File: config.mk
export PLATFORM = sky130hd
export DESIGN_NAME = alu_result_collector
export DESIGN_NICKNAME = d
export VERILOG_FILES = /design/src/rtl/alu_pkg.sv /design/src/rtl/alu_result_fifo.sv /design/src/rtl/alu_result_collector.sv
export SDC_FILE = /design/constraint.sdc
export NUM_CORES = 1
export LEC_CHECK = 0
export ABC_AREA = 1
export CAP_MARGIN = 25
export CORE_MARGIN = 2
export CORE_UTILIZATION = 35
export DETAILED_ROUTE_END_ITERATION = 8
export HOLD_SLACK_MARGIN = 0.06
export SLEW_MARGIN = 0
export SYNTH_ARGS = -nofsm -noshare
export SYNTH_HDL_FRONTEND = slang
export SYNTH_HIERARCHICAL = 1
export SYNTH_SLANG_ARGS = --single-unit
File: constraint.sdc
create_clock -name clk -period 3.1 [get_ports clk]
set_clock_uncertainty 0.1 [all_clocks]
set_input_delay 0.93 -clock clk [delete_from_list [all_inputs] [get_ports clk]]
set_output_delay 0.93 -clock clk [all_outputs]
set_load 0.05 [all_outputs]
File: src/rtl/alu_pkg.sv
// Shared types and helpers for the ALU result path: captured record layout,
// multiply command codes and the classification used by the latency tracker.
package alu_pkg;

  localparam logic [3:0] CMD_MUL_INC = 4'd9;
  localparam logic [3:0] CMD_MUL_SHL = 4'd10;

  typedef struct packed {
    logic err;
    logic oflow;
    logic cout;
    logic g;
    logic l;
    logic e;
  } alu_flags_t;

  typedef struct packed {
    logic [15:0] res;
    alu_flags_t  flags;
    logic [3:0]  cmd;
    logic        mode;
  } alu_rec_t;

  // One tracker stage: which command is in flight
  typedef struct packed {
    logic       vld;
    logic [3:0] cmd;
    logic       mode;
  } trk_t;

  // Arithmetic multiplies take the ALU's two-cycle result path
  function automatic logic is_mul(input logic mode, input logic [3:0] cmd);
    return mode && ((cmd == CMD_MUL_INC) || (cmd == CMD_MUL_SHL));
  endfunction

endpackage

File: src/rtl/alu_result_fifo.sv
// Synchronous record FIFO; head is read combinationally and reads as zero when empty.
// A push while full is ignored unless the same edge also pops.
module alu_result_fifo
  import alu_pkg::*;
#(
  parameter int DEPTH = 4
) (
  input  logic     clk,
  input  logic     rst,
  input  logic     push_i,
  input  alu_rec_t rec_i,
  input  logic     pop_i,
  output alu_rec_t rec_o,
  output logic     full_o,
  output logic     empty_o
);

  localparam int AW = $clog2(DEPTH);
  localparam logic [AW:0] PTR_ONE = {{AW{1'b0}}, 1'b1};

  alu_rec_t       mem_q [DEPTH];
  logic [AW:0]    wr_q, wr_d;
  logic [AW:0]    rd_q, rd_d;
  logic           do_push, do_pop;

  // Extra pointer MSB distinguishes full from empty
  assign empty_o = (wr_q == rd_q);
  assign full_o  = (wr_q[AW] != rd_q[AW]) && (wr_q[AW-1:0] == rd_q[AW-1:0]);
  assign do_pop  = pop_i && !empty_o;
  assign do_push = push_i && (!full_o || do_pop);
  assign rec_o   = empty_o ? '0 : mem_q[rd_q[AW-1:0]];

  always_comb begin
    wr_d = wr_q;
    rd_d = rd_q;
    if (do_push) wr_d = wr_q + PTR_ONE;
    if (do_pop)  rd_d = rd_q + PTR_ONE;
  end

  always_ff @(posedge clk or negedge rst) begin
    if (!rst) begin
      wr_q <= '0;
      rd_q <= '0;
    end else begin
      wr_q <= wr_d;
      rd_q <= rd_d;
    end
  end

  always_ff @(posedge clk) begin
    if (do_push) mem_q[wr_q[AW-1:0]] <= rec_i;
  end

endmodule

File: src/rtl/alu_result_collector.sv
// Tracks ALU operations through their 1- or 2-cycle latency, captures res/flags
// at the completing edge and queues tagged records for a valid/ready consumer.
module alu_result_collector
  import alu_pkg::*;
#(
  parameter int DEPTH = 4,
  parameter int CNT_W = 8
) (
  input  logic             clk,
  input  logic             rst,
  input  logic             ce,
  input  logic             mode,
  input  logic [3:0]       cmd,
  input  logic [1:0]       inp_valid,
  input  logic [15:0]      res,
  input  logic             err,
  input  logic             oflow,
  input  logic             cout,
  input  logic             g,
  input  logic             l,
  input  logic             e,
  output logic             out_valid,
  input  logic             out_ready,
  output logic [15:0]      out_res,
  output logic [5:0]       out_flags,
  output logic [3:0]       out_cmd,
  output logic             out_mode,
  output logic [CNT_W-1:0] drop_cnt,
  output logic [1:0]       pending
);

  trk_t             s0_q, s0_d;
  trk_t             s1_q, s1_d;
  logic [CNT_W-1:0] drop_q, drop_d;
  logic             issue, s0_mul, cap_s0, cap_s1, capture, collide, ovf, pop;
  logic             fifo_full, fifo_empty;
  logic [1:0]       drop_inc;
  logic [CNT_W:0]   drop_sum;
  alu_rec_t         cap_rec, head;

  assign issue  = ce && (inp_valid != 2'b00);
  assign s0_mul = is_mul(s0_q.mode, s0_q.cmd);
  assign cap_s1 = ce && s1_q.vld;
  assign cap_s0 = ce && s0_q.vld && !s0_mul;
  assign capture = cap_s1 || cap_s0;
  // A finishing multiply owns the result bus; the single-cycle op is lost
  assign collide = cap_s1 && cap_s0;

  assign out_valid = !fifo_empty;
  assign pop       = out_valid && out_ready;
  assign ovf       = capture && fifo_full && !pop;

  always_comb begin
    cap_rec       = '0;
    cap_rec.res   = res;
    cap_rec.flags = '{err: err, oflow: oflow, cout: cout, g: g, l: l, e: e};
    cap_rec.cmd   = cap_s1 ? s1_q.cmd  : s0_q.cmd;
    cap_rec.mode  = cap_s1 ? s1_q.mode : s0_q.mode;
  end

  always_comb begin
    s0_d = s0_q;
    s1_d = s1_q;
    if (ce) begin
      s1_d = (s0_q.vld && s0_mul) ? s0_q : '0;
      s0_d = issue ? '{vld: 1'b1, cmd: cmd, mode: mode} : '0;
    end
  end

  // Collision and overflow can coincide, so the step may be 2; clamp at all-ones
  always_comb begin
    drop_inc = {1'b0, collide} + {1'b0, ovf};
    drop_sum = {1'b0, drop_q} + {{(CNT_W-1){1'b0}}, drop_inc};
    drop_d   = drop_sum[CNT_W] ? '1 : drop_sum[CNT_W-1:0];
  end

  always_ff @(posedge clk or negedge rst) begin
    if (!rst) begin
      s0_q   <= '0;
      s1_q   <= '0;
      drop_q <= '0;
    end else begin
      s0_q   <= s0_d;
      s1_q   <= s1_d;
      drop_q <= drop_d;
    end
  end

  alu_result_fifo #(.DEPTH(DEPTH)) u_fifo (
    .clk     (clk),
    .rst     (rst),
    .push_i  (capture),
    .rec_i   (cap_rec),
    .pop_i   (pop),
    .rec_o   (head),
    .full_o  (fifo_full),
    .empty_o (fifo_empty)
  );

  assign out_res   = head.res;
  assign out_flags = head.flags;
  assign out_cmd   = head.cmd;
  assign out_mode  = head.mode;
  assign drop_cnt  = drop_q;
  assign pending   = {1'b0, s0_q.vld} + {1'b0, s1_q.vld};

endmodule

==> run metrics <==
Vias ~4k; Worst setup EP type primary output; Setup crit start kind register; Critical path origin u_fifo/rd_q[0]; register area around 3900 sq um; Worst path top cell family by delay buffers and inverters; max-slew violations 0; die height ~130 microns; hold path depth 2; critical-path maximum fanout 25; Worst Hold Launch s1_q[0]; initial antenna violation count 1; LEAKAGE about 0.0032 uW; Max Cap Viol 0; GP Congestion about 0.77; Worst slew margin 0.575; critical path class register to primary output; cell count after synthesis 530; Seq cells post-synth approximately 130; post-route ant nets 0; die area 17700 sq um; # setup viols final 0; Iter 0 DRT Violations between 200 and 250; Worst Path Required around 2.1 ns; Yosys cell types 31; grt total ovfl 0; Final HPWL DP ~7.7 mm; Final period util 0.964; Synth warnings 6; final core utilization 0.468; hold endpoint s1_q[0]; share of cells above drive strength 1 0.151; flop2flop setup slack 0.38 ns; fillers between 1k and 1.5k; Worst Reg2Reg Path Length in Cells 15; endpoints failing hold 0; Post-route DRC 0; Post CTS Setup Buffer Count 0; non-filler instance count after layout about 850; Design Power 8960 uW; nets 658; port bufs 70; f_max about 330 MHz; TritonCTS clock tree yes; post-synth net total ~570; Total GRT Usage 0.143; TritonCTS Buffers 17; Total Wirelength about 12 mm; slowest CP cell dfrtp_2; Critical R2R Capture drop_cnt[4]; CP peak stage delay 0.44 ns; Seq/Total Area, Yosys 0.669; first-pass GRT wire length about 19 mm; most frequent cells in the layout 108 x edfxtp_1, 92 x nor2_1, 78 x nand2_1; vias in the first global route just under 4k; # clock sinks around 130; syn avg cell area between 10 and 15 sq um; Initial DRT Pass Iterations 4; latest clock arrival within the worst-skew pair 0.41 ns; CORE AREA between 15000 and 20000 sq um; Ports 71; CP Cell Sequence inv_2 -> nand2_4 -> nand2_4 -> nand3_4 -> buf_8 -> nand2_1 -> inv_1 -> buf_12; WL/cell 13.8 microns; Reg2Reg Launch Point u_fifo/rd_q[0]; Final min period ~3.0 ns; # H-tree levels 4; clock-pin slew on the worst setup and hold paths 0.05 ns; status finished, final reports clean; Die W between 100 and 150 microns; critical path arrival around 2 ns; VDD IR max between 0.7 and 0.8 mV; power density of the placed cells roughly 1200 nW/um^2; largest net degree at the start of global routing 33; Via density approximately 4.6; worst path bufs/invs 4; # diodes 0; footprint of the multi-input gates roughly 1500 sq um; Max Buffers Root-to-Sink 2; Initial Util 0.355; RSZ-0062 raised after global routing yes; number of placed cells counting well taps between 800 and 900; cell repeated most along the worst path nand2_4; cell row count 47; synth-to-layout area growth 31.9%; Post-Syn Area 5820 sq um; clock root buffer clkbuf_16; commonest non-fill, non-tap cell in the layout edfxtp_1; Tightest Hold Check Type register to register; actual slew at the worst max-slew pin approximately 0.63 ns; setup TNS 0 ns
[per-stage QoR]
stage | instance area (sq um) | worst slack [ns] | hold WS, ns
after floorplan | 5820 | -0.0934 | 0.345
after CTS | 7670 | 0.0105 | 0.383
final | 7680 | 0.112 | 0.379
after detailed placement | 7150 | -0.0594 | 0.364
after global placement | 7150 | 0.0440 | 0.357
after global routing | 7680 | -0.0375 | 0.423
[flip-flops by register name, summed over array words and instances (netlist names)]
signal / flops
u_fifo/wr_q: 3
u_fifo/rd_q: 3
s1_q: 6
s0_q: 6
drop_cnt: 8
u_fifo/mem_q: 108
[metal layers]
| layer | wire length [microns] | share of wire | global-route usage |
|---|---|---|---|
| met5 | 16 | 0.0014 | 0 |
| met3 | 591 | 0.050 | 0.0502 |
| met4 | 91 | 0.0078 | 0.0436 |
| met1 | 5300 | 0.45 | 0.173 |
| met2 | 5740 | 0.49 | 0.239 |
[how the worst max path moves through the flow]
stage	cells after the start	to	slack (ns)
finish	8	out_res[3]	0.11
global route	7	out_res[3]	-0.04
CTS	7	out_res[3]	0.01
detailed placement	13	drop_cnt[6]	-0.06
global placement	13	drop_cnt[6]	0.04
floorplan	12	u_fifo/mem_q[2][0]	-0.09
[logic make-up (layout without fill, tap and decap cells)]
| kind of cell | count (synthesis) | count (layout) | share of synthesized area |
|---|---|---|---|
| buffers and inverters | 87 | 185 | 0.0707 |
| and+or+nand+nor | 203 | 203 | 0.153 |
| adders and majority gates | 8 | 8 | 0.0185 |
| AOI/OAI and AO/OA | 94 | 94 | 0.0825 |
| DFF | 134 | 134 | 0.669 |
| xor gates and xnor gates | 4 | 4 | 0.00731 |
[where the power goes]
group / switching (uW) / internal, uW / total, uW
registers: 112 / 2200 / 2320
logic: 2900 / 1980 / 4880
clock network: 684 / 1080 / 1770
[worst min-delay path, delay by kind of cell, from the launching register on]
family / cells / cell delay, ns
flops: 1 / 0.34
simple gates: 2 / 0.10
[synth_stat cells]
master	count	area share
nor2_4	1	0.0019
nand2_2	1	0.0011
o21ai_0	52	0.045
dfrtp_1	26	0.11
a21oi_1	4	0.0034
nand4_1	3	0.0032
edfxtp_1	108	0.56
xnor2_2	1	0.0028
nand2_4	4	0.0077
clkbuf_1	2	0.0013
buf_2	7	0.0060
ha_1	7	0.015
nand3_2	1	0.0017
nand3b_1	1	0.0013
fa_1	1	0.0034
o21ai_1	32	0.027
o22ai_1	5	0.0054
buf_4	6	0.0077
clkbuf_2	1	0.00086
nand3_4	1	0.0030
inv_1	62	0.040
nor2_2	1	0.0011
xor2_1	2	0.0030
o21ai_2	1	0.0015
nor2_1	96	0.062
inv_2	2	0.0013
buf_6	7	0.014
nand4_4	2	0.0073
nand2_1	78	0.050
xnor2_1	1	0.0015
nand3_1	14	0.012
[final cells by class]
class | instances | area share
clock buffers | 20 | 0.0568
clock inverters | 10 | 0.0109
inverters | 64 | 0.0313
multi-input cells | 309 | 0.202
flip-flops and latches | 134 | 0.507
well taps | 220 | 0.0358
repair buffers | 91 | 0.157
[repair_timing]
action                                  in CTS  in global routing
resized for setup                            1                  3
hold buffers                                 0                  0
endpoints found under the setup margin       5                 15
cloned                                       0                  0
No activity file was read; power rests on OpenSTA's default activity.
==> variant, RTL diff (same settings) <==
`DEPTH` is set to 4 in 2 places; all go to 16.
--- a/src/rtl/alu_result_fifo.sv
+++ b/src/rtl/alu_result_fifo.sv
@@ -5,3 +5,3 @@
 #(
-  parameter int DEPTH = 4
+  parameter int DEPTH = 16
 ) (
--- a/src/rtl/alu_result_collector.sv
+++ b/src/rtl/alu_result_collector.sv
@@ -5,3 +5,3 @@
 #(
-  parameter int DEPTH = 4,
+  parameter int DEPTH = 16,
   parameter int CNT_W = 8
Check against the original RTL: not equivalent (Yosys sat finds a counterexample within 10 cycles, from zero or initial values and one cycle with rst low).
==> variant against the original RTL <==
  * Synthesized cell count rose to 3.9 times the old value
  * Cell area rose to 3.5 times the old value
  * Critical path depth up 5
  * Worst setup slack worse by 0.45 ns
  * Maximum frequency down 13%
  * First-iteration DRC count rose to 6.5 times the old value
  * Synthesized area rose to 3.5 times the old value
  * Wire length rose to 4.8 times the old value
  * Largest cell class unchanged
  * Sequential cell count up 328
  * The run now ends with negative setup slack left
  * Non-clock buffer count up 119
  * Power rose to 2.9 times the old value
  * Clock power rose to 3.5 times the old value
==> variant: results (changes against the original RTL) <==
- H-Tree Depth: 2 (was 4)
- Final setup violation count: 28 (was 0)
- Non-clk buf share: 11.84% (was 15.66%)
- TritonRoute pass-1 iters: 6 (was 4)
- Max Root-Sink Buffers: 3 (was 2)
- Worst-case reg-to-reg path depth: 19 (was 15)
- First-pass GRT wire length: 83260 um (was 19420 um)
- Vias in the first global route: 14070 (was 3916)
- Placed Instances: 2874 (was 818)
- Synth cell count leaders: nand2_1 (820), edfxtp_1 (432), inv_1 (329) (was edfxtp_1 (108), nor2_1 (96), nand2_1 (78))
- Critical hold path startpoint: s1_q[2]$_DFFE_PN0P_ (was s1_q[0]$_DFFE_PN0P_)
- XOR/XNOR share of the synthesized area: 0.3458% (was 0.7304%)
- Clock buffer cells: 56 (was 20)
- EDFF count, synth: 432 (was 108)
- DP Worst Slack: -0.09303 ns (was -0.05939 ns)
- Final Instance Area: 0.02655 mm2 (was 0.007685 mm2)
- Largest register FFs: 432 (was 108)
- Final Worst Setup Slack: -0.3425 ns (was 0.1119 ns)
- Post-synthesis sequential area ratio: 67.72% (was 66.85%)
- Cell Rows: 88 (was 47)
- Avg Vias per Cell: 4.781 (was 4.608)
- Violated checks: negative setup slack
- CP max FO: 8 (was 25)
- Gr usage total: 18.38% (was 14.26%)
- R2r setup slk: 0.16 ns (was 0.38 ns)
- DR WL/cell: 18.70 um (was 13.84 um)
- Num CTS Buffers: 50 (was 17)
- Syn Inst Count: 2041 (was 530)
- Nets: 2255 (was 658)
- Clock power share: 24.4% (was 19.7%)
- Setup TNS: -7.947 ns (was 0 ns)
- Actual slew at the worst max-slew pin: 0.9904 ns (was 0.6304 ns)
- Switching pwr: 10.01 mW (was 3.698 mW)
- Fraction of area in registers: 51.72% (was 50.70%)
- Post-Synth Adder-Cell Area: 0.5310% (was 1.847%)
- Status: finished, violations left (was completed)
- GPL Wtd Cong: 0.8161 (was 0.7707)
- DP HPWL: 29410 um (was 7664 um)
- Register share of total power: 28.7% (was 25.8%)
- Fill count: 5169 (was 1475)
- Power Total: 25.74 mW (was 8.964 mW)
- P_leak: 11.42 nW (was 3.156 nW)
- Bufs w/o clock: 210 (was 91)
- Worst endpoint data arrival time: 2.41 ns (was 1.96 ns)
- Total Wirelength: 56470 um (was 11740 um)
- Post-DP Area: 0.02275 mm2 (was 0.007149 mm2)
- Min-Delay Endpoint: s1_q[2]$_DFFE_PN0P_ (was s1_q[0]$_DFFE_PN0P_)
- Largest net degree at the start of global routing: 74 (was 33)
- Multi-Input Combinational: 1152 (was 309)
- DRT iter0 DRCs: 1467 (was 227)
- Initial antenna violation count: 0 (was 1)
-- variant: cell types whose count changed after synthesis, moves of 6 or more --
cell | before | now
a21oi_1 | 4 | 31
buf_1 | 0 | 17
buf_2 | 7 | 38
buf_6 | 7 | 1
clkbuf_1 | 2 | 28
edfxtp_1 | 108 | 432
inv_1 | 62 | 329
nand2_1 | 78 | 820
nand3_1 | 14 | 232
nor2_1 | 96 | 30
o21ai_0 | 52 | 3
o21ai_1 | 32 | 1
-- variant: critical path: stages (launching register included) --
cell and delay (ns):
dfrtp_4 0.50, buf_12 0.15, clkinv_16 0.08, buf_16 0.15
buf_12 0.13, nand2_4 0.05, nand3_2 0.05, nand2_1 0.07
nand2_1 0.05, nand2_1 0.06, inv_1 0.05, a21oi_2 0.17
buf_4 0.15, buf_8 0.14
-- variant: worst max path at each step --
stage / end / cells past startpoint
3_3_place_gp: drop_cnt[4]$_DFF_PN0_ / 13
4_1_cts: out_cmd[3] / 11
3_5_place_dp: drop_cnt[5]$_DFF_PN0_ / 13
2_1_floorplan: u_fifo/mem_q[12][0]$_DFFE_PP_ / 14
6_report: out_res[15] / 13
5_1_grt: out_res[12] / 11
-- variant: timing repair --
item	CTS	global route
pin swaps	20	65
hold buffers	0	0
cloned	19	10
setup buffers	16	10
endpoints found under the setup margin	29	36
resized for setup	140	131
-- variant: routing by layer --
metal / global-route usage [%] / up-vias / part of all wire (%)
met5: 0 / - / 0
met3: 3.433 / 85 / 7.3
met2: 30.50 / 499 / 48
li1: - / 6860 / -
met1: 24.55 / 6994 / 43
met4: 5.362 / 0 / 2.3
-- variant: logic make-up (layout without fill, tap and decap cells) --
group	count (synthesis)	count (layout)
and+or+nand+nor	1095	1095
DFF	462	462
AOI/OAI and AO/OA	41	41
xor gates and xnor gates	8	8
adders and majority gates	8	8
buffers and inverters	427	641
